File: src/rtl/berger_protected_mem.sv
// Berger-coded memory: each word is stored as {data, zero_count(data)}, with a registered user
// read port, a background scrubber, error logging and an OR-mask fault-injection port.
module berger_protected_mem #(
    parameter int DATA_W = 8,
    parameter int ADDR_W = 4,
    parameter int CNT_W  = 8,
    localparam int CHK_W = $clog2(DATA_W + 1)
) (
    input  logic                    clk,
    input  logic                    rst,
    input  logic                    wr_en,
    input  logic [ADDR_W-1:0]       wr_addr,
    input  logic [DATA_W-1:0]       input_data,
    input  logic                    inj_en,
    input  logic [DATA_W+CHK_W-1:0] inj_mask,
    input  logic                    rd_en,
    input  logic [ADDR_W-1:0]       rd_addr,
    output logic [DATA_W-1:0]       output_data,
    output logic                    rd_valid,
    output logic                    rd_error,
    input  logic                    scrub_en,
    output logic                    scrub_busy,
    output logic                    scrub_done,
    input  logic                    err_clear,
    output logic [CNT_W-1:0]        err_count,
    output logic [ADDR_W-1:0]       err_addr,
    output logic                    err_addr_valid
);
    localparam int DEPTH = 2 ** ADDR_W;
    localparam int CW    = DATA_W + CHK_W;
    localparam logic [CW-1:0]    RST_WORD = {{DATA_W{1'b0}}, CHK_W'(DATA_W)};
    localparam logic [CNT_W-1:0] CNT_MAX  = '1;

    typedef enum logic [1:0] {S_IDLE, S_SCAN, S_DONE} state_t;

    function automatic logic [CHK_W-1:0] f_zeros(input logic [DATA_W-1:0] d);
        logic [CHK_W-1:0] c;
        c = '0;
        for (int i = 0; i < DATA_W; i++)
            if (!d[i]) c = c + CHK_W'(1);
        return c;
    endfunction

    function automatic logic f_bad(input logic [CW-1:0] w);
        return f_zeros(w[CW-1:CHK_W]) != w[CHK_W-1:0];
    endfunction

    logic [CW-1:0]     r_mem [DEPTH];
    logic [DATA_W-1:0] r_rd_data;
    logic              r_rd_valid;
    logic              r_rd_error;
    state_t            r_state;
    state_t            w_next;
    logic [ADDR_W-1:0] r_ptr;
    logic              r_sc_vld;
    logic [CW-1:0]     r_sc_word;
    logic [ADDR_W-1:0] r_sc_addr;
    logic [CNT_W-1:0]  r_cnt;
    logic [ADDR_W-1:0] r_ea;
    logic              r_av;

    logic [CW-1:0]     w_rd_word;
    logic              w_u_err;
    logic              w_s_err;
    logic              w_busy;
    logic              w_done;
    logic              w_sc_rd;
    logic [1:0]        w_inc;
    logic [CNT_W-1:0]  w_cnt_base;
    logic [CNT_W:0]    w_sum;
    logic              w_av_base;

    // Storage: a write beats a coincident injection to the same port
    always_ff @(posedge clk or posedge rst) begin
        if (rst) begin
            for (int i = 0; i < DEPTH; i++) r_mem[i] <= RST_WORD;
        end else if (wr_en) begin
            r_mem[wr_addr] <= {input_data, f_zeros(input_data)};
        end else if (inj_en) begin
            r_mem[wr_addr] <= r_mem[wr_addr] | inj_mask;
        end
    end

    // Combinational array read sees pre-write contents, giving read-old behaviour
    assign w_rd_word = r_mem[rd_addr];
    assign w_u_err   = rd_en & f_bad(w_rd_word);
    assign w_s_err   = r_sc_vld & f_bad(r_sc_word);

    always_ff @(posedge clk or posedge rst) begin
        if (rst) begin
            r_rd_data  <= '0;
            r_rd_valid <= 1'b0;
            r_rd_error <= 1'b0;
        end else begin
            r_rd_valid <= rd_en;
            r_rd_error <= w_u_err;
            if (rd_en) r_rd_data <= w_rd_word[CW-1:CHK_W];
        end
    end

    always_ff @(posedge clk or posedge rst) begin
        if (rst) r_state <= S_IDLE;
        else     r_state <= w_next;
    end

    always_comb begin
        w_next = r_state;
        case (r_state)
            S_IDLE: if (scrub_en) w_next = S_SCAN;
            S_SCAN: begin
                if (!scrub_en)
                    w_next = S_IDLE;
                else if (!rd_en && r_ptr == ADDR_W'(DEPTH - 1))
                    w_next = S_DONE;
            end
            S_DONE:  w_next = scrub_en ? S_SCAN : S_IDLE;
            default: w_next = S_IDLE;
        endcase
    end

    always_comb begin
        w_busy  = (r_state == S_SCAN);
        w_done  = (r_state == S_DONE);
        w_sc_rd = w_busy & scrub_en & ~rd_en;
    end

    // Scrub read is captured here and checked one cycle later
    always_ff @(posedge clk or posedge rst) begin
        if (rst) begin
            r_ptr     <= '0;
            r_sc_vld  <= 1'b0;
            r_sc_word <= '0;
            r_sc_addr <= '0;
        end else begin
            r_sc_vld <= w_sc_rd;
            if (w_sc_rd) begin
                r_sc_word <= r_mem[r_ptr];
                r_sc_addr <= r_ptr;
                r_ptr     <= r_ptr + ADDR_W'(1);
            end else if (r_state != S_SCAN) begin
                r_ptr <= '0;
            end
        end
    end

    // Clear applies first, so errors maturing in the same cycle land on a fresh log
    always_comb begin
        w_inc      = {1'b0, w_u_err} + {1'b0, w_s_err};
        w_cnt_base = err_clear ? '0 : r_cnt;
        w_sum      = {1'b0, w_cnt_base} + (CNT_W + 1)'(w_inc);
        w_av_base  = ~err_clear & r_av;
    end

    always_ff @(posedge clk or posedge rst) begin
        if (rst) begin
            r_cnt <= '0;
            r_ea  <= '0;
            r_av  <= 1'b0;
        end else begin
            r_cnt <= w_sum[CNT_W] ? CNT_MAX : w_sum[CNT_W-1:0];
            if (!w_av_base && (w_u_err || w_s_err)) begin
                r_av <= 1'b1;
                r_ea <= w_u_err ? rd_addr : r_sc_addr;
            end else begin
                r_av <= w_av_base;
            end
        end
    end

    assign output_data    = r_rd_data;
    assign rd_valid       = r_rd_valid;
    assign rd_error       = r_rd_error;
    assign scrub_busy     = w_busy;
    assign scrub_done     = w_done;
    assign err_count      = r_cnt;
    assign err_addr       = r_ea;
    assign err_addr_valid = r_av;

endmodule

File: config.mk
export PLATFORM = sky130hd
export DESIGN_NAME = berger_protected_mem
export DESIGN_NICKNAME = d
export VERILOG_FILES = /design/src/rtl/berger_protected_mem.sv
export SDC_FILE = /design/constraint.sdc
export NUM_CORES = 1
export LEC_CHECK = 0
export CAP_MARGIN = 40
export CORE_UTILIZATION = 64
export CTS_BUF_LIST = sky130_fd_sc_hd__clkbuf_2
export DETAILED_ROUTE_END_ITERATION = 8
export PLACE_DENSITY_LB_ADDON = 0.05
export SYNTH_ARGS = -nofsm -noshare
export SYNTH_HDL_FRONTEND = slang
export SYNTH_SLANG_ARGS = --single-unit
File: constraint.sdc
create_clock -name clk -period 9.5 [get_ports clk]
set_input_delay 2.375 -clock clk [delete_from_list [all_inputs] [get_ports clk]]
set_output_delay 2.375 -clock clk [all_outputs]
set_load 0.03 [all_outputs]
-- Yosys cells after proc, flatten, opt, wreduce, memory -nomap -nowiden
Cells that the tools add are included.
- flip-flop bits (word level): 238
- input port bits: 35
- output and inout port bits: 25
- logic and storage cells: 142
- add/sub/neg operators: 24
- order comparisons: 4
- equal/unequal tests: 8
- mux-type cells: 58
- bitwise operators: 11
- reduce and logical (&&, ||, !) cells: 10
- operators with widths (operator ; number):
    $bwmux W192 ; 2
    $mux W192 ; 2
    $bmux W12 S4 ; 3
    $mux W4 ; 32
    $add A4 B1 Y4 const B ; 22
    $mux W12 ; 7
    $demux W12 S4 ; 1
    $mux W8 ; 2
    $ge A5 B5 Y1 const B ; 3
    $not A4 Y5 ; 3
    $or A12 B12 Y12 ; 1
    $add A8 B2 Y9 ; 1
    $ne A4 B4 Y1 ; 2
    $mux W2 ; 3
    $pmux W2 S3 ; 1
    $and A1 B1 Y1 ; 5
    $lt A5 B1 Y1 const B ; 1
    $mux W1 ; 5
    $eq A4 B4 Y1 const B ; 1
    $reduce_bool A2 Y1 ; 2
    $logic_and A1 B1 Y1 ; 3
    $ne A3 B2 Y1 const B ; 1
    $add A1 B1 Y2 ; 1
    $eq A2 B1 Y1 const B ; 1
    other kinds (8) ; 10

-- Longest topological paths before layout
Gate-level depths: netlist of run 1.
- depth after elaboration: 25
- mapped depth: 40
- mapped depth without buffers: 35

-- Worst setup path before layout of run 1
OpenSTA, ideal clock, no wires.
- path type: input port to flip-flop
- start point: input port rd_addr[1]
- end point: register r_cnt[7], in the netlist err_count[7]
- arrival time: 9990 ps
- required time: 9369 ps
- slack: -621 ps
- cell stages on the path: 39
- path buffers: 5
- cells stage by stage: buf_4 -> buf_2 -> buf_1 -> clkbuf_1 -> mux4_2 -> mux4_2 -> inv_1 -> ha_1 -> or4b_2 -> o311a_1 -> and2_1 -> ha_1 -> nand2b_1 -> o22ai_1 -> a31oi_1 -> inv_1 -> ha_1 -> nor2_1 -> [3 not listed] -> inv_1 -> or2_2 -> nand2b_1 -> ha_1 -> o22ai_1 -> inv_1 -> ha_1 -> nor3b_1 -> o41ai_1 -> nand4_2 -> buf_6 -> fa_1 -> ha_1 -> nand3_1 -> nor3_1 -> nand2b_1 -> mux2i_1 -> nor2_1
- cells in the longest elaborated chain, start to end: 24
- RTL lines (item ; RTL line ; RTL):
    start, declared ; 17 ; input logic [ADDR_W-1:0] rd_addr,
    $not A4 Y5 (implied by the code) (*) ; 85 ; assign w_rd_word = r_mem[rd_addr];
    $bmux W12 S4 (*) ; 85 ;
    $mux W12 (implied by the code) (*) (2 in a row) ; 85 ;
    via w_rd_word[4] ; 62 ; logic [CW-1:0] w_rd_word;
    $mux W1 (*) ; 40 ; if (!d[i]) c = c + CHK_W'(1);
    $add A4 B1 Y4 ; 40 ;
    $mux W4 (*) ; 40 ;
    $add A4 B1 Y4 ; 40 ;
    [9 not listed] ; - ;
    $add A4 B1 Y4 ; 40 ;
    $mux W4 (*) ; 40 ;
    $ne A4 B4 Y1 (*) ; 45 ; return f_zeros(w[CW-1:CHK_W]) != w[CHK_W-1:0];
    $and A1 B1 Y1 (*) ; 86 ; assign w_u_err = rd_en & f_bad(w_rd_word);
    via w_u_err ; 63 ; logic w_u_err;
    $add A1 B1 Y2 (*) ; 148 ; w_inc = {1'b0, w_u_err} + {1'b0, w_s_err};
    $add A8 B2 Y9 (*) ; 150 ; w_sum = {1'b0, w_cnt_base} + (CNT_W + 1)'(w_inc);
    $mux W8 (*) ; 160 ; r_cnt <= w_sum[CNT_W] ? CNT_MAX : w_sum[CNT_W-1:0];
    end signal, assigned ; 160 ;
    end, declared ; 58 ; logic [CNT_W-1:0] r_cnt;
The timed path passes the listed nets; every way through them passes the cells marked *. The select of a mux whose other input is x is not followed.
A chain may end at the register's enable or synchronous reset.

-- Worst setup path after layout of run 1
- start point: input port rd_addr[0]
- end point: register r_cnt[5], in the netlist err_count[5]
- RTL lines (item ; RTL line):
    $not A4 Y5 (implied by the code) (*) ; 85
    $bmux W12 S4 (*) ; 85
    $mux W12 (implied by the code) (*) (2 in a row) ; 85
    via w_rd_word[5] ; 62
    $mux W4 (*) ; 40
    $add A4 B1 Y4 ; 40
    $mux W4 (*) ; 40
    $add A4 B1 Y4 ; 40
    [6 not listed] ; -
    $mux W4 (*) ; 40
    $add A4 B1 Y4 ; 40
    $mux W4 (*) ; 40
    $ne A4 B4 Y1 (*) ; 45
    $and A1 B1 Y1 (*) ; 86
    $add A1 B1 Y2 (*) ; 148
    $add A8 B2 Y9 (*) ; 150
    $mux W8 (*) ; 160
Marks and branches as above.

==> results_dict.tcl, run 1 <==
set metrics [dict create \
    status "complete, no violations" \
    grt_pass1_vias 10500 \
    yosysUniqueCellTypes 68 \
    switchingPower_mw 1.98 \
    tightest_slew_ns 0.846 \
    syn_avg_cell_area_sq_um 14.3 \
    power_frac_seq 0.339 \
    syn_area_sq_um 15200 \
    power.density_nw_per_um2 305 \
    syn-num-nets 1120 \
    cts_root_buffer "clkbuf_2" \
    htree_num_levels 3 \
    cpMostUsedCell "ha_1" \
    hp-class "reg2reg" \
    synth_top_area_share 0.365 \
    busiest_layer "met2" \
    holdBufCountCts 0 \
    avgRoutedWirePerCell_um 26.9 \
    grt_use_met2 0.547 \
    cts_tree "built" \
    final_cells 1533 \
    p_int_mw 3.20 \
    yosysWarnings 0 \
    critical_path.top_delay_family "adder cells" \
    clk_latency_ns 0.85 \
    grt_pass1_wl_mm 63.2 \
    area_growth_pct 11.7 \
    maxSlewHeadroom 0.436 \
    arrival_ns 9.49 \
    yosysTopAreaCell "dfrtp_1" \
    post-place-ws_ns -0.0181 \
    setup_ws_ns 0.695 \
    numPortBuffers 59 \
    max_cap_viol_count 0 \
    fin_crit_ns 8.80 \
    yosysSeqAreaShare 0.393 \
    route.detailed.drc 0 \
    start_util 0.650 \
    clkPwrFrac 0.149 \
    cts_resized 0 \
    path_class "in2reg" \
    antenna_found_initial 5 \
    required_ns 10.19 \
    clkSinkCount 238 \
    max_freq_mhz 114 \
    die_area_sq_um 24400 \
    drv_slew 0 \
    netlist_instances 1061 \
    leakagePower_nw 6.73 \
    clk_pin_slew_ns 0.10 \
    cts-buffers-inserted 66 \
    rows 56 \
    cts_buffer_depth 3 \
    synth-async-reset-ratio 1.00 \
    worstSetupStartpointType "input port" \
    met1_usage 0.486 \
    critPathBufInv 5 \
    critPathMaxStageDelay_ns 0.55 \
    synth_ff_type "dfrtp_1" \
    rsz0062_at_grt "no" \
    fin_nets 1225 \
    p_comb_frac 0.512 \
    synth.area.top_cells "dfrtp_1, mux4_2, mux2_2" \
    die_w_um 156 \
    ioPinCount 60 \
    vias_per_cell 6.79 \
    grt.overflow.total 0 \
    placed_cells 1417 \
    p_sw_frac 0.382 \
    final_util 0.726 \
    routed-via-count 10400 \
    place_hpwl_mm 28.5 \
    tns_ns 0 \
    grt_max_degree 107 \
    setup_viol 0 \
    synth_edf_count 0 \
    hold_violations 0 \
    clock_skew_ns 0.102 \
    ys_ff_latch 238 \
    globalplace.congestion 0.922 \
    die_height_um 156 \
    cpMaxStageDelayCell "mux4_2" \
    worst-path-max-fanout 10 \
    ant_nets 0 \
    use_met3 0.108 \
    core-area_sq_um 23400 \
    cts_setup_buffers 0 \
    first_iter_violations 983 \
    ir_drop_mv 0.228 \
    grt_use_total 0.361 \
    wl_mm 41.2 \
    dr.pass1.iters 7 \
    period_share 0.927 \
    drive_gt1_frac 0.489 \
    end_kind "flip-flop" \
]
final cells by class:
class                   count  area, sq um
clock inverters            18          131
clock buffers              96          480
inverters                  29          116
fillers                  1616         6420
flip-flops and latches    238         5980
diodes                      2         5.00
multi-input cells         708         8770
repair buffers            123         1100
well taps                 319          399
path summary, 6_finish.rpt:
kind | startpoint | endpoint | slack (ns) | cells after the start
max | rd_addr[0] | err_count[5]$_DFF_PP0_ | 0.70 | 34
min | output_data[3]$_DFFE_PP0P_ | output_data[3]$_DFFE_PP0P_ | 0.51 | 1
max reg2reg | r_mem[5]$_DFFE_PP0P_ | err_count[5]$_DFF_PP0_ | 2.16 | 33
min reg2reg | output_data[3]$_DFFE_PP0P_ | output_data[3]$_DFFE_PP0P_ | 0.51 | 1
max in group asynchronous | rst | r_mem[98]$_DFFE_PP0P_ | 6.12 | 4
min in group asynchronous | rst | output_data[4]$_DFFE_PP0P_ | 2.03 | 2
synthesized netlist by cell type (all sizes together) (3+ instances only):
cell type and count:
a21oi 18, a31oi 3, and2 5, buf 28, clkbuf 58, dfrtp 222
dfstp 16, ha 23, inv 29, mux2 217, mux2i 12, mux4 175
nand2 26, nand2b 14, nand3 17, nand3b 5, nand4 3, nand4b 6
nor2 30, nor2b 18, nor3 18, nor3b 6, o211ai 4, o21ai 10
o22ai 9, o2bb2a 4, o31ai 5, or2 3, xnor2 34, xor2 15
flip-flops by register name, summed over array words and instances, names as in the netlist, 2 cells and up:
name / count
r_sc_addr: 4
r_state: 2
r_sc_word: 12
err_addr: 4
err_count: 8
r_mem: 192
output_data: 8
r_ptr: 4
kinds of logic after synthesis:
kind of cell | count (synthesis) | synth area share
XOR/XNOR | 53 | 0.0357
AO/OA/AOI/OAI | 63 | 0.0282
flip-flops | 238 | 0.393
adder cells (fa/ha/maj) | 24 | 0.0202
multiplexers | 404 | 0.432
AND/OR/NAND/NOR | 164 | 0.0593
buffers and inverters | 115 | 0.0317
placed cells by master (no fill, tap or decap), types with 23 or more instances in the layout:
master | Yosys | layout
dfrtp_1 | 222 | 220
mux2_2 | 215 | 215
mux4_2 | 165 | 165
clkbuf_2 | 0 | 96
buf_4 | 3 | 59
clkdlybuf4s50_1 | 0 | 54
xnor2_1 | 33 | 33
nor2_1 | 30 | 30
inv_1 | 29 | 28
nand2_1 | 26 | 26
ha_1 | 23 | 23
power by group through the flow:
stage               registers [mW]  logic, mW  clock network [mW]
finish                        1.75       2.65               0.768
floorplan                     1.69       2.04                   0
detailed placement            1.76       2.63                   0
CTS                           1.74       2.65               0.787
global route                  1.81       2.88               0.840
global placement              1.74       2.55                   0
per-stage QoR:
step	instance area, sq um	total power [mW]	hold slack, ns
global route	17000	5.52	0.537
detailed placement	16400	4.39	0.495
floorplan	15200	3.74	0.478
finish	17000	5.17	0.513
CTS	17000	5.18	0.518
global placement	16200	4.29	0.489
metal layers:
layer,wire length (um),up-vias
li1,-,4370
met1,16200,5393
met2,19100,532
met3,4230,109
met4,1580,4
met5,27,-
No activity file was read; power rests on OpenSTA's default activity.
==> inputs of run 2 (changes only) <==
==> constraint.sdc (replaced) <==
create_clock -name clk -period 9 [get_ports clk]
set_input_delay 2.25 -clock clk [delete_from_list [all_inputs] [get_ports clk]]
set_output_delay 2.25 -clock clk [all_outputs]
set_load 0.03 [all_outputs]
==> run 2 against run 1 <==
Count of clock-buffer cells in the layout decreased by 1. Register-to-register slack lost 0.02 ns. Total power up 3.7%. Clock skew decreased by 0.021 ns. Setup slack improved by 0.071 ns. Die area unchanged. Final area shrank 0.31%. Global-route usage decreased by 0.40 points. Critical path depth is the same.
==> results_dict.tcl, run 2 (synthesis results as in run 1) <==
set metrics [dict create \
    grt_pass1_vias 10500 \
    final_util 0.724 \
    cts_setup_buffers 0 \
    hold_slack_ns 0.522 \
    start_util 0.650 \
    path_class "in2reg" \
    period_share 0.915 \
    wl_met2_mm 19.0 \
    die_height_um 156 \
    clkPwrFrac 0.138 \
    globalplace.congestion 0.918 \
    hp-class "reg2reg" \
    antenna_found_initial 1 \
    rsz0062_at_grt "no" \
    leakagePower_nw 6.67 \
    grt.overflow.total 0 \
    routed-via-count 10300 \
    ant_nets 0 \
    cts_resized 0 \
    clk_latency_ns 0.93 \
    m1WireLength_mm 15.9 \
    cts_tree "built" \
    clkSinkCount 238 \
    first_iter_violations 921 \
    final_cell_mix "dfrtp_1, mux2_2, mux4_2, clkbuf_2, clkdlybuf4s50_1" \
    p_sw_frac 0.384 \
    arrival_ns 8.97 \
    seq_area_sq_um 5980 \
    worstSetupStartpointType "input port" \
    topRoutingLayerUsed "met4" \
    tightest_slew_ns 0.873 \
    dr.pass1.iters 5 \
    p_int_mw 3.31 \
    critPathMaxStageDelay_ns 0.67 \
    top_register "r_mem" \
    cts_buffer_depth 3 \
    met3_length_mm 4.03 \
    die_area_sq_um 24400 \
    grt_use_total 0.357 \
    numPortBuffers 59 \
    crit-reg2reg-capture "err_count[3]$_DFF_PP0_" \
    hold_violations 0 \
    cts_root_buffer "clkbuf_2" \
    worst-path-max-fanout 12 \
    place_hpwl_mm 27.4 \
    route.detailed.drc 0 \
    setup_viol 0 \
    r2r_cells 33 \
    ioPinCount 60 \
    max_freq_mhz 121 \
    status "complete, no violations" \
    tns_ns 0 \
    htree_num_levels 2 \
    largestRegisters "r_mem: 192 flops, r_sc_word: 12 flops" \
    die_w_um 156 \
    largest_register_ffs 192 \
    startpoint "rd_addr[0]" \
    endpoint "err_count[3]$_DFF_PP0_" \
    vias_per_cell 6.78 \
    clk_pin_slew_ns 0.11 \
    multiInputGateArea_sq_um 8820 \
    fin_crit_ns 8.23 \
    grt_max_degree 98 \
    cts-buffers-inserted 59 \
    required_ns 9.74 \
    end_kind "flip-flop" \
    rr_startpoint "r_mem[29]$_DFFE_PP0P_" \
    fillers 1615 \
    switchingPower_mw 2.06 \
    core-area_sq_um 23400 \
    max_cap_viol_count 0 \
    holdBufCountCts 0 \
    wl_mm 40.5 \
    power_frac_seq 0.347 \
    drv_slew 0 \
    fin_nets 1209 \
    avgRoutedWirePerCell_um 26.6 \
    cpMaxStageDelayCell "or4b_2" \
    grt_pass1_wl_mm 63.2 \
    p_comb_frac 0.515 \
    maxSlewHeadroom 0.418 \
    power.density_nw_per_um2 317 \
    area_growth_pct 11.4 \
    ir_drop_mv 0.187 \
    r2r_slack_ns 2.14 \
    drive_gt1_frac 0.484 \
    clock_skew_ns 0.0803 \
    rows 56 \
    layout_commonest_cell "dfrtp_1" \
]
run 2: cell type report:
| type | count | share of cell area |
|---|---|---|
| Inverter | 29 | 0.00687 |
| Sequential cell | 238 | 0.353 |
| Timing Repair Buffer | 114 | 0.0635 |
| Clock inverter | 16 | 0.00377 |
| Multi-Input combinational cell | 708 | 0.521 |
| Clock buffer | 95 | 0.0281 |
| Antenna cell | 1 | 0.000148 |
| Tap cell | 319 | 0.0236 |
run 2: worst min-delay path by stage:
stage | from | to | slack, ns | depth (start not counted)
final | r_sc_addr[3]$_DFFE_PP0P_ | r_sc_addr[3]$_DFFE_PP0P_ | 0.52 | 1
after global routing | output_data[6]$_DFFE_PP0P_ | output_data[6]$_DFFE_PP0P_ | 0.54 | 1
after CTS | r_sc_addr[0]$_DFFE_PP0P_ | r_sc_addr[0]$_DFFE_PP0P_ | 0.52 | 1
after detailed placement | r_sc_addr[0]$_DFFE_PP0P_ | r_sc_addr[0]$_DFFE_PP0P_ | 0.50 | 1
after global placement | r_sc_addr[3]$_DFFE_PP0P_ | r_sc_addr[3]$_DFFE_PP0P_ | 0.49 | 1
after floorplan | r_mem[121]$_DFFE_PP0P_ | r_mem[121]$_DFFE_PP0P_ | 0.48 | 2
run 2: worst max-delay path, delay by kind of cell:
family | cells | cell delay (ns)
buf+inv | 6 | 0.63
simple gates | 11 | 1.96
fa+ha+maj | 8 | 2.22
compound gates | 7 | 1.31
mux | 2 | 0.60
run 2: metrics by stage:
stage,setup WS [ns],instances,total power [mW],cell area (sq um)
2_1_floorplan,0.000653,1061,3.96,15300
3_3_place_gp,0.142,1389,4.52,16200
3_5_place_dp,-0.123,1408,4.62,16400
4_1_cts,0.808,1519,5.37,16900
5_1_grt,0.353,1520,5.75,16900
6_report,0.766,1520,5.37,16900
run 2: metal layers:
metal | track usage | up-vias
met5 | 0 | -
met4 | 0.147 | 0
met3 | 0.101 | 117
met2 | 0.555 | 519
met1 | 0.476 | 5330
li1 | - | 4336
run 2: power groups by stage:
stage	clock network (mW)	logic [mW]	registers (mW)
4_1_cts	0.758	2.77	1.85
3_5_place_dp	0	2.75	1.87
3_3_place_gp	0	2.67	1.85
5_1_grt	0.811	3.03	1.91
6_report	0.739	2.76	1.86
2_1_floorplan	0	2.17	1.79
==> inputs of run 3 (changes only) <==
--- a/config.mk
+++ b/config.mk
@@ -6,6 +6,7 @@
 export NUM_CORES = 1
 export LEC_CHECK = 0
 export CAP_MARGIN = 40
+export CORE_MARGIN = 4
 export CORE_UTILIZATION = 64
 export CTS_BUF_LIST = sky130_fd_sc_hd__clkbuf_2
 export DETAILED_ROUTE_END_ITERATION = 8
==> run 3 against run 2 <==
Die area up 7.8%. Critical path depth decreased by 1. Sequential cell count did not move. Setup slack got worse by 0.053 ns. Fmax fell by 0.64%. Combinational power hardly changed. Global-route usage down 3.5 points. Sequential power is essentially flat. Largest power group unchanged.
==> results_dict.tcl, run 3 (synthesis results as in run 1) <==
set metrics [dict create \
    p_sw_frac 0.380 \
    core-area_sq_um 23400 \
    die_w_um 162 \
    dr.pass1.iters 7 \
    first_iter_violations 901 \
    grt.overflow.total 0 \
    htree_num_levels 2 \
    ant_nets 0 \
    largestRegisters "r_mem: 192 flops, r_sc_word: 12 flops" \
    cts_tree "built" \
    placed_cells 1408 \
    avgRoutedWirePerCell_um 26.9 \
    routed-via-count 10300 \
    final_cell_mix "dfrtp_1, mux2_2, mux4_2, clkbuf_2, clkdlybuf4s50_1" \
    max_cap_viol_count 0 \
    ir_drop_mv 0.172 \
    leakagePower_nw 6.68 \
    clkPwrFrac 0.144 \
    worst-path-max-fanout 6 \
    fin_nets 1211 \
    fin_crit_ns 8.29 \
    period_share 0.921 \
    arrival_ns 9.01 \
    wl_mm 40.7 \
    vias_per_cell 6.82 \
    p_comb_frac 0.512 \
    required_ns 9.72 \
    max_freq_mhz 121 \
    hp-class "reg2reg" \
    power_mw 5.40 \
    switchingPower_mw 2.06 \
    drive_gt1_frac 0.487 \
    grt_pass1_wl_mm 63.7 \
    clkSinkCount 238 \
    path_class "in2reg" \
    holdBufCountCts 0 \
    fin_area_sq_um 17000 \
    antenna_found_initial 1 \
    layout_commonest_cell "dfrtp_1" \
    grt_use_total 0.322 \
    power.density_nw_per_um2 318 \
    p_int_mw 3.35 \
    critPathMaxStageDelay_ns 0.69 \
    min_from "output_data[6]$_DFFE_PP0P_" \
    globalplace.congestion 0.854 \
    cts_root_buffer "clkbuf_2" \
    cts_setup_buffers 0 \
    area_growth_pct 11.6 \
    placed_cell_area_sq_um 16400 \
    rsz0062_at_grt "no" \
    cpMaxStageDelayCell "clkdlybuf4s50_1" \
    final_cells 1513 \
    startpoint "rd_addr[3]" \
    end_kind "flip-flop" \
    power_frac_seq 0.345 \
    setup_viol 0 \
    status "complete, no violations" \
    drv_slew 0 \
    cts-buffers-inserted 61 \
    numPortBuffers 59 \
    clk_latency_ns 0.90 \
    maxSlewHeadroom 0.405 \
    route.detailed.drc 0 \
    clock_skew_ns 0.0543 \
    largest_register_ffs 192 \
    die_area_sq_um 26300 \
    cts_buffer_depth 3 \
    tns_ns 0 \
    start_util 0.650 \
    grt_pass1_vias 10800 \
    rows 56 \
    die_height_um 162 \
    clk_pin_slew_ns 0.11 \
    hold_violations 0 \
    top_register "r_mem" \
    fillers 1646 \
    grt_max_degree 93 \
    cts_resized 0 \
    place_hpwl_mm 28.0 \
    ioPinCount 60 \
    tightest_slew_ns 0.890 \
    worstSetupStartpointType "input port" \
    rr_startpoint "r_mem[173]$_DFFE_PP0P_" \
]
[run 3: cell count changes in the layout (fill, tap and decap cells not counted), sizes merged]
cell / before / now
clkinv: 16 / 6
bufinv: 0 / 2
inv: 29 / 30
[run 3: cell type report]
| class | instances | area, sq um | share of cell area |
|---|---|---|---|
| inverter | 29 | 116 | 0.00686 |
| multi-input combinational | 708 | 8820 | 0.520 |
| clock inverter | 9 | 86.3 | 0.00509 |
| antenna | 1 | 2.50 | 0.000147 |
| clock buffer | 95 | 475 | 0.0280 |
| sequential | 238 | 5980 | 0.352 |
| timing repair buffer | 114 | 1090 | 0.0640 |
| tap | 319 | 399 | 0.0235 |
[run 3: final timing paths]
kind | endpoint | cells after the start | slack [ns]
min in group asynchronous | r_ptr[0]$_DFFE_PP0P_ | 2 | 1.82
hold / removal | output_data[6]$_DFFE_PP0P_ | 1 | 0.52
max in group asynchronous | r_mem[7]$_DFFE_PP0P_ | 4 | 5.90
setup reg to reg | err_count[3]$_DFF_PP0_ | 33 | 2.18
setup / recovery | err_count[3]$_DFF_PP0_ | 33 | 0.71
hold reg to reg | output_data[6]$_DFFE_PP0P_ | 1 | 0.52
[run 3: power by group through the flow]
stage          clock (mW)  combinational (mW)  sequential (mW)
6_report            0.776                2.77             1.86
2_1_floorplan           0                2.17             1.79
5_1_grt             0.849                3.02             1.91
3_3_place_gp            0                2.66             1.84
3_5_place_dp            0                2.76             1.87
4_1_cts             0.795                2.77             1.85
[run 3: through the flow]
step,worst slack [ns],util,hold WS [ns]
global placement,0.0781,0.689,0.490
detailed placement,-0.100,0.701,0.496
finish,0.713,0.725,0.517
global route,0.439,0.725,0.540
CTS,0.823,0.725,0.523
floorplan,0.000653,-,0.478
[run 3: worst max-delay path: cells and delay by family]
kind,cells,cell delay [ns]
compound gates,7,1.27
buf+inv,6,0.98
fa+ha+maj,8,2.21
simple gates,11,1.95
mux,1,0.33
[run 3: layer usage]
| layer | share of wire | vias up | global-route usage |
|---|---|---|---|
| li1 | - | 4334 | - |
| met4 | 0.045 | 0 | 0.133 |
| met1 | 0.39 | 5357 | 0.429 |
| met3 | 0.092 | 127 | 0.0908 |
| met2 | 0.47 | 498 | 0.506 |
| met5 | 0 | - | 0 |
==> variant 1 (settings of run 1) <==
The output `rd_error` loses its register stage (`r_rd_error` becomes a continuous assignment).
--- a/src/rtl/berger_protected_mem.sv
+++ b/src/rtl/berger_protected_mem.sv
@@ -90,13 +90,13 @@
         if (rst) begin
             r_rd_data  <= '0;
             r_rd_valid <= 1'b0;
-            r_rd_error <= 1'b0;
         end else begin
             r_rd_valid <= rd_en;
-            r_rd_error <= w_u_err;
             if (rd_en) r_rd_data <= w_rd_word[CW-1:CHK_W];
         end
     end
+
+    assign r_rd_error = w_u_err;
 
     always_ff @(posedge clk or posedge rst) begin
         if (rst) r_state <= S_IDLE;
Behaviour: not the same (a bounded check fails within 4 cycles, from zero or initial values and one cycle with rst high).
==> variant 1 against run 1 <==
The run now ends with setup timing left. Setup slack lost 1.0 ns. Maximum frequency fell by 11%. Sequential power is essentially flat. Area after synthesis decreased by 0.16%. Sequential cell count down 1. Final area is 2.2% higher. Worst hold slack improved by 0.0055 ns. Wire length increased by 1.2%. Combinational power rose by 12%. Final cell count rose by 1.4%. Total power is 6.2% higher. Critical path type is now input pin to output port. Highest routed layer unchanged.
==> variant 1: results (changes against run 1) <==
GRT
  • Largest net degree at the start of global routing: 90 (-16%)
  • Vias in the first global route: 10940 (+4.0%)
  • Met2 usage: 0.566 (+0.0189)
  • GRT Resource Usage Total: 0.366 (+0.00556)
  • Met3 Usage GRT: 0.104 (-0.00333)
  • Initial antenna violation count: 2 (-3)
  • First-pass GRT wire length: 64600 µm (+2.2%)
  • Met1 Use GR: 0.484 (-0.00187)

Outcome
  • Failing checks: setup timing
  • Status: finished, violations left

Hold path
  • Hold Startpoint: output_data[2]
  • Hold path cells: 1 (unchanged)
  • Hold Path Sink: output_data[2]

Worst setup path
  • Critical Path Sink: rd_error
  • Reg-to-reg slack, setup: 2.42 ns (+0.26 ns)
  • Crit path DAT: 7.47 ns (-2.02 ns)
  • RR Startpoint: r_mem[40]
  • Critical path peak fanout: 5 (-5)
  • CP max-delay cell: mux4_2
  • CP peak stage delay: 0.55 ns (about the same)
  • Delay-heaviest family, CP: adder cells
  • R2R Path End: err_count[3]
  • Worst Reg-to-Reg Cells: 36 (+9.1%)

Detailed routing
  • Wire per inst: 26.8 µm (-0.15%)
  • Met2 routed WL: 19900 µm (+4.0%)
  • Metal3 WL: 4350 µm (+2.8%)
  • Routed WL: 41700 µm (+1.2%)
  • WL met1: 15700 µm (-3.1%)
  • Vias per Instance: 6.87 (+1.2%)
  • Highest routed layer: met5
  • 1st-iter DRT viols: 996 (+1.3%)
  • Drt first pass iters: 5 (-2)

STA
  • Post-Route Hold Slack: 0.519 ns (+0.00548 ns)
  • Worst Slack Setup Final: -0.347 ns (-1.04 ns)
  • Post-route setup TNS: -0.347 ns (-0.347 ns)
  • Clk_skew: 0.0663 ns (-0.0352 ns)
  • Final setup fails: 1 (+1)
  • Max_slew headroom: 0.387 (-0.0488)

Pwr
  • Worst vdd ir: 255 µV (+12%)
  • Static Leak: 0.00688 µW (+2.3%)
  • Cell internal pwr: 3410 µW (+6.7%)

Yosys
  • Sequential-to-total area share from yosys stat: 0.392 (-0.00100)
  • Area share of xor/xnor cells in the synthesized design: 0.0358 (+0.0000589)
  • Top post-synthesis cells by count: dfrtp_1, mux2_2, mux4_2
  • Ranking of synthesized cells by area: dfrtp_1, mux4_2, mux2_2
  • Mux cell area share after synthesis: 0.433 (+0.000712)
  • Syn avg cell area: 14.3 µm² (about the same)
  • Adder-Cell Fraction of Synth Area: 0.0203 (+0.0000334)
  • Post-Syn Nets: 1119 (-0.089%)
  • Synth Area in Compound Gates: 0.0283 (+0.0000465)

Place
  • Post-DP Area: 16500 µm² (+1.0%)
  • Placed cell count: 1424 (+0.49%)
  • Setup WS pre-CTS: -0.707 ns (-0.689 ns)
  • Hpwl dp: 28600 µm (+0.13%)
  • Placer Congestion: 0.908 (-1.5%)

Final layout
  • Final #Nets: 1249 (+2.0%)
  • Share of cells above drive strength 1: 0.512 (+0.0224)

Clocking
  • Clock Path Buffers: 3 (unchanged)
  • Clock transition at path regs: 0.09 ns
variant 1: cell count changes after synthesis:
cell,run 1,this run
dfrtp_1,222,221
variant 1: cell type report:
class / instances / area [µm²]
Multi-Input combinational cell: 708 / 8890
Sequential cell: 237 / 5960
Fill cell: 1499 / 5560
Timing Repair Buffer: 148 / 1370
Clock buffer: 98 / 490
Tap cell: 313 / 392
Clock inverter: 19 / 130
Inverter: 29 / 116
Antenna cell: 2 / 5.00
variant 1: power groups by stage:
| stage | combinational [µW] | clock [µW] | sequential [µW] |
|---|---|---|---|
| floorplan | 2120 | 0 | 1680 |
| global placement | 2720 | 0 | 1720 |
| detailed placement | 2820 | 0 | 1750 |
| CTS | 2940 | 786 | 1730 |
| global route | 3240 | 831 | 1790 |
| finish | 2980 | 770 | 1750 |
variant 1: repair_timing:
item / CTS / global route
setup endpoints to repair: 1 / 1
gates resized for setup: 10 / 10
pin swaps: 5 / 5
gates cloned: 0 / 1
buffers inserted: 9 / 1
==> variant 2 (settings of run 1) <==
Without the edit above. Change the parameter `CNT_W` from 8 to 12.
--- a/src/rtl/berger_protected_mem.sv
+++ b/src/rtl/berger_protected_mem.sv
@@ -3,7 +3,7 @@
 module berger_protected_mem #(
     parameter int DATA_W = 8,
     parameter int ADDR_W = 4,
-    parameter int CNT_W  = 8,
+    parameter int CNT_W  = 12,
     localparam int CHK_W = $clog2(DATA_W + 1)
 ) (
     input  logic                    clk,
Interface: changed (resized err_count); port bits go from 60 to 64. The function was not compared with the original's and may differ.
==> variant 2 against run 1 <==
Area after synthesis grew 2.6%. Critical path depth fell by 2. Final area increased by 3.3%. Register-to-register slack improved by 0.05 ns. Clock skew shrank 0.026 ns. Die area is 2.5% higher. Total power grew 1.6%. Clock power grew 2%. Sequential share of layout area is 0.55 points lower. Sequential cell count is 4 higher. Core utilization up 1.5 points. Wire length increased by 1.8%. Setup slack better by 0.060 ns. Critical path type unchanged.
==> variant 2: results (changes against run 1) <==
Detailed routing
  • WL met1: 16200 µm (+0.33%)
  • Metal3 WL: 3680 µm (-13%)
  • 1st-iter DRT viols: 978 (-0.51%)
  • Routed WL: 41900 µm (+1.8%)
  • Final ANT Viol Nets: 0 (unchanged)
  • Drt first pass iters: 5 (-2)
  • Vias per Instance: 6.82 (+0.45%)
  • Met2 routed WL: 20300 µm (+6.2%)
  • Highest routed layer: met4

Yosys
  • Ranking of synthesized cells by area: dfrtp_1, mux4_2, mux2_2
  • Synth async-reset ratio: 1.00 (unchanged)
  • Top post-synthesis cells by count: dfrtp_1, mux2_2, mux4_2
  • Cell variety after synth: 66 (-2.9%)
  • Synth warnings: 0 (unchanged)
  • Post-Syn Nets: 1183 (+5.6%)
  • Sequential-to-total area share from yosys stat: 0.390 (-0.00336)
  • Syn avg cell area: 13.9 µm² (-3.2%)

GRT
  • Largest net degree at the start of global routing: 151 (+41%)
  • GRT Resource Usage Total: 0.358 (-0.00264)
  • First-pass GRT wire length: 64800 µm (+2.5%)
  • Initial antenna violation count: 3 (-2)
  • Vias in the first global route: 11080 (+5.3%)

Pwr
  • Static Leak: 0.00691 µW (+2.7%)
  • Worst vdd ir: 200 µV (-13%)
  • Cell internal pwr: 3240 µW (+1.2%)

Place
  • Setup WS pre-CTS: -0.0742 ns (-0.0561 ns)
  • Hpwl dp: 28500 µm (+0.10%)
  • Placed cell count: 1474 (+4.0%)
  • Post-DP Area: 16900 µm² (+3.3%)
  • Placer Congestion: 0.891 (-3.3%)
  • PortBufs: 63 (+6.8%)

Worst setup path
  • CP peak stage delay: 0.71 ns (+0.16 ns)
  • Crit path DAT: 9.48 ns (about the same)
  • Reg-to-reg slack, setup: 2.21 ns (+0.05 ns)
  • CP max-delay cell: or4_1
  • RR Startpoint: r_mem[64]
  • Critical path peak fanout: 10 (unchanged)
  • Worst Reg-to-Reg Cells: 31 (-6.1%)
  • Critical Path Sink: err_count[4]

STA
  • Max_slew headroom: 0.381 (-0.0554)
  • Worst Slack Setup Final: 0.755 ns (+0.0602 ns)
  • Clk_skew: 0.0755 ns (-0.0260 ns)

Clocking
  • Number of buffers created by CTS: 68 (+3.0%)
  • Clock Latency Late Sink: 0.89 ns (+0.04 ns)
  • Resized Gates After CTS: 0 (unchanged)
  • Setup bufs post-CTS: 0 (unchanged)
  • Clock transition at path regs: 0.08 ns (-0.02 ns)

Final layout
  • Cell Count, Final, Fillers Out: 1593 (+3.9%)
  • Share of cells above drive strength 1: 0.480 (-0.00934)
  • Filler Cell Count: 1609 (-0.43%)
  • Final #Nets: 1285 (+4.9%)

Outcome
  • Status: complete, no violations

Hold path
  • HP Class: flip-flop to flip-flop
-- variant 2: cell count changes after synthesis, sizes merged, moves of 5 or more --
cell    delta
and3       +8
nand2b     -5
nor2       +6
o21ai      +6
nor4       +5
nand2     +16
mux4       -5
mux2i     +19
-- variant 2: worst min path at each step --
stage                   start             end  slack (ns)  cells past startpoint
2_1_floorplan    r_sc_addr[0]    r_sc_addr[0]        0.47                      1
3_3_place_gp   output_data[6]  output_data[6]        0.48                      2
3_5_place_dp     r_sc_addr[1]    r_sc_addr[1]        0.49                      1
4_1_cts          r_sc_addr[1]    r_sc_addr[1]        0.51                      1
5_1_grt        output_data[4]  output_data[4]        0.53                      1
6_report         r_sc_addr[1]    r_sc_addr[1]        0.51                      1
-- variant 2: power by group through the flow --
stage	combinational, µW	clock (µW)	sequential [µW]
6_report	2710	784	1760
3_3_place_gp	2570	0	1740
4_1_cts	2690	804	1740
2_1_floorplan	2100	0	1700
5_1_grt	2940	852	1810
3_5_place_dp	2680	0	1760
-- variant 2: stage by stage --
stage / setup TNS [ns] / total power (µW) / hold slack, ns / util
after floorplan: -1.79 / 3800 / 0.472 / -
after global placement: 0 / 4320 / 0.477 / 0.700
after detailed placement: -0.178 / 4440 / 0.491 / 0.714
after CTS: 0 / 5240 / 0.510 / 0.740
after global routing: 0 / 5610 / 0.533 / 0.741
final: 0 / 5260 / 0.506 / 0.741
-- variant 2: routing by layer --
metal,vias to the layer above,GRT usage
met3,119,0.103
met5,-,0
met2,529,0.567
met1,5641,0.462
li1,4575,-
met4,0,0.157
-- variant 2: layout make-up --
| cell class | count | area share |
|---|---|---|
| Antenna cell | 3 | 0.000428 |
| Tap cell | 319 | 0.0228 |
| Clock inverter | 16 | 0.00706 |
| Sequential cell | 242 | 0.347 |
| Clock buffer | 99 | 0.0282 |
| Timing Repair Buffer | 123 | 0.0682 |
| Inverter | 29 | 0.00663 |
| Multi-Input combinational cell | 762 | 0.520 |
-- variant 2: cells by family after synthesis --
group                      count (synthesis)  share of synthesized area
DFF                                      242                      0.390
AOI/OAI and AO/OA                         75                     0.0343
xor gates and xnor gates                  54                     0.0349
and+or+nand+nor                          191                     0.0648
adders and majority gates                 24                     0.0197
muxes                                    418                      0.423
buffers and inverters                    120                     0.0334
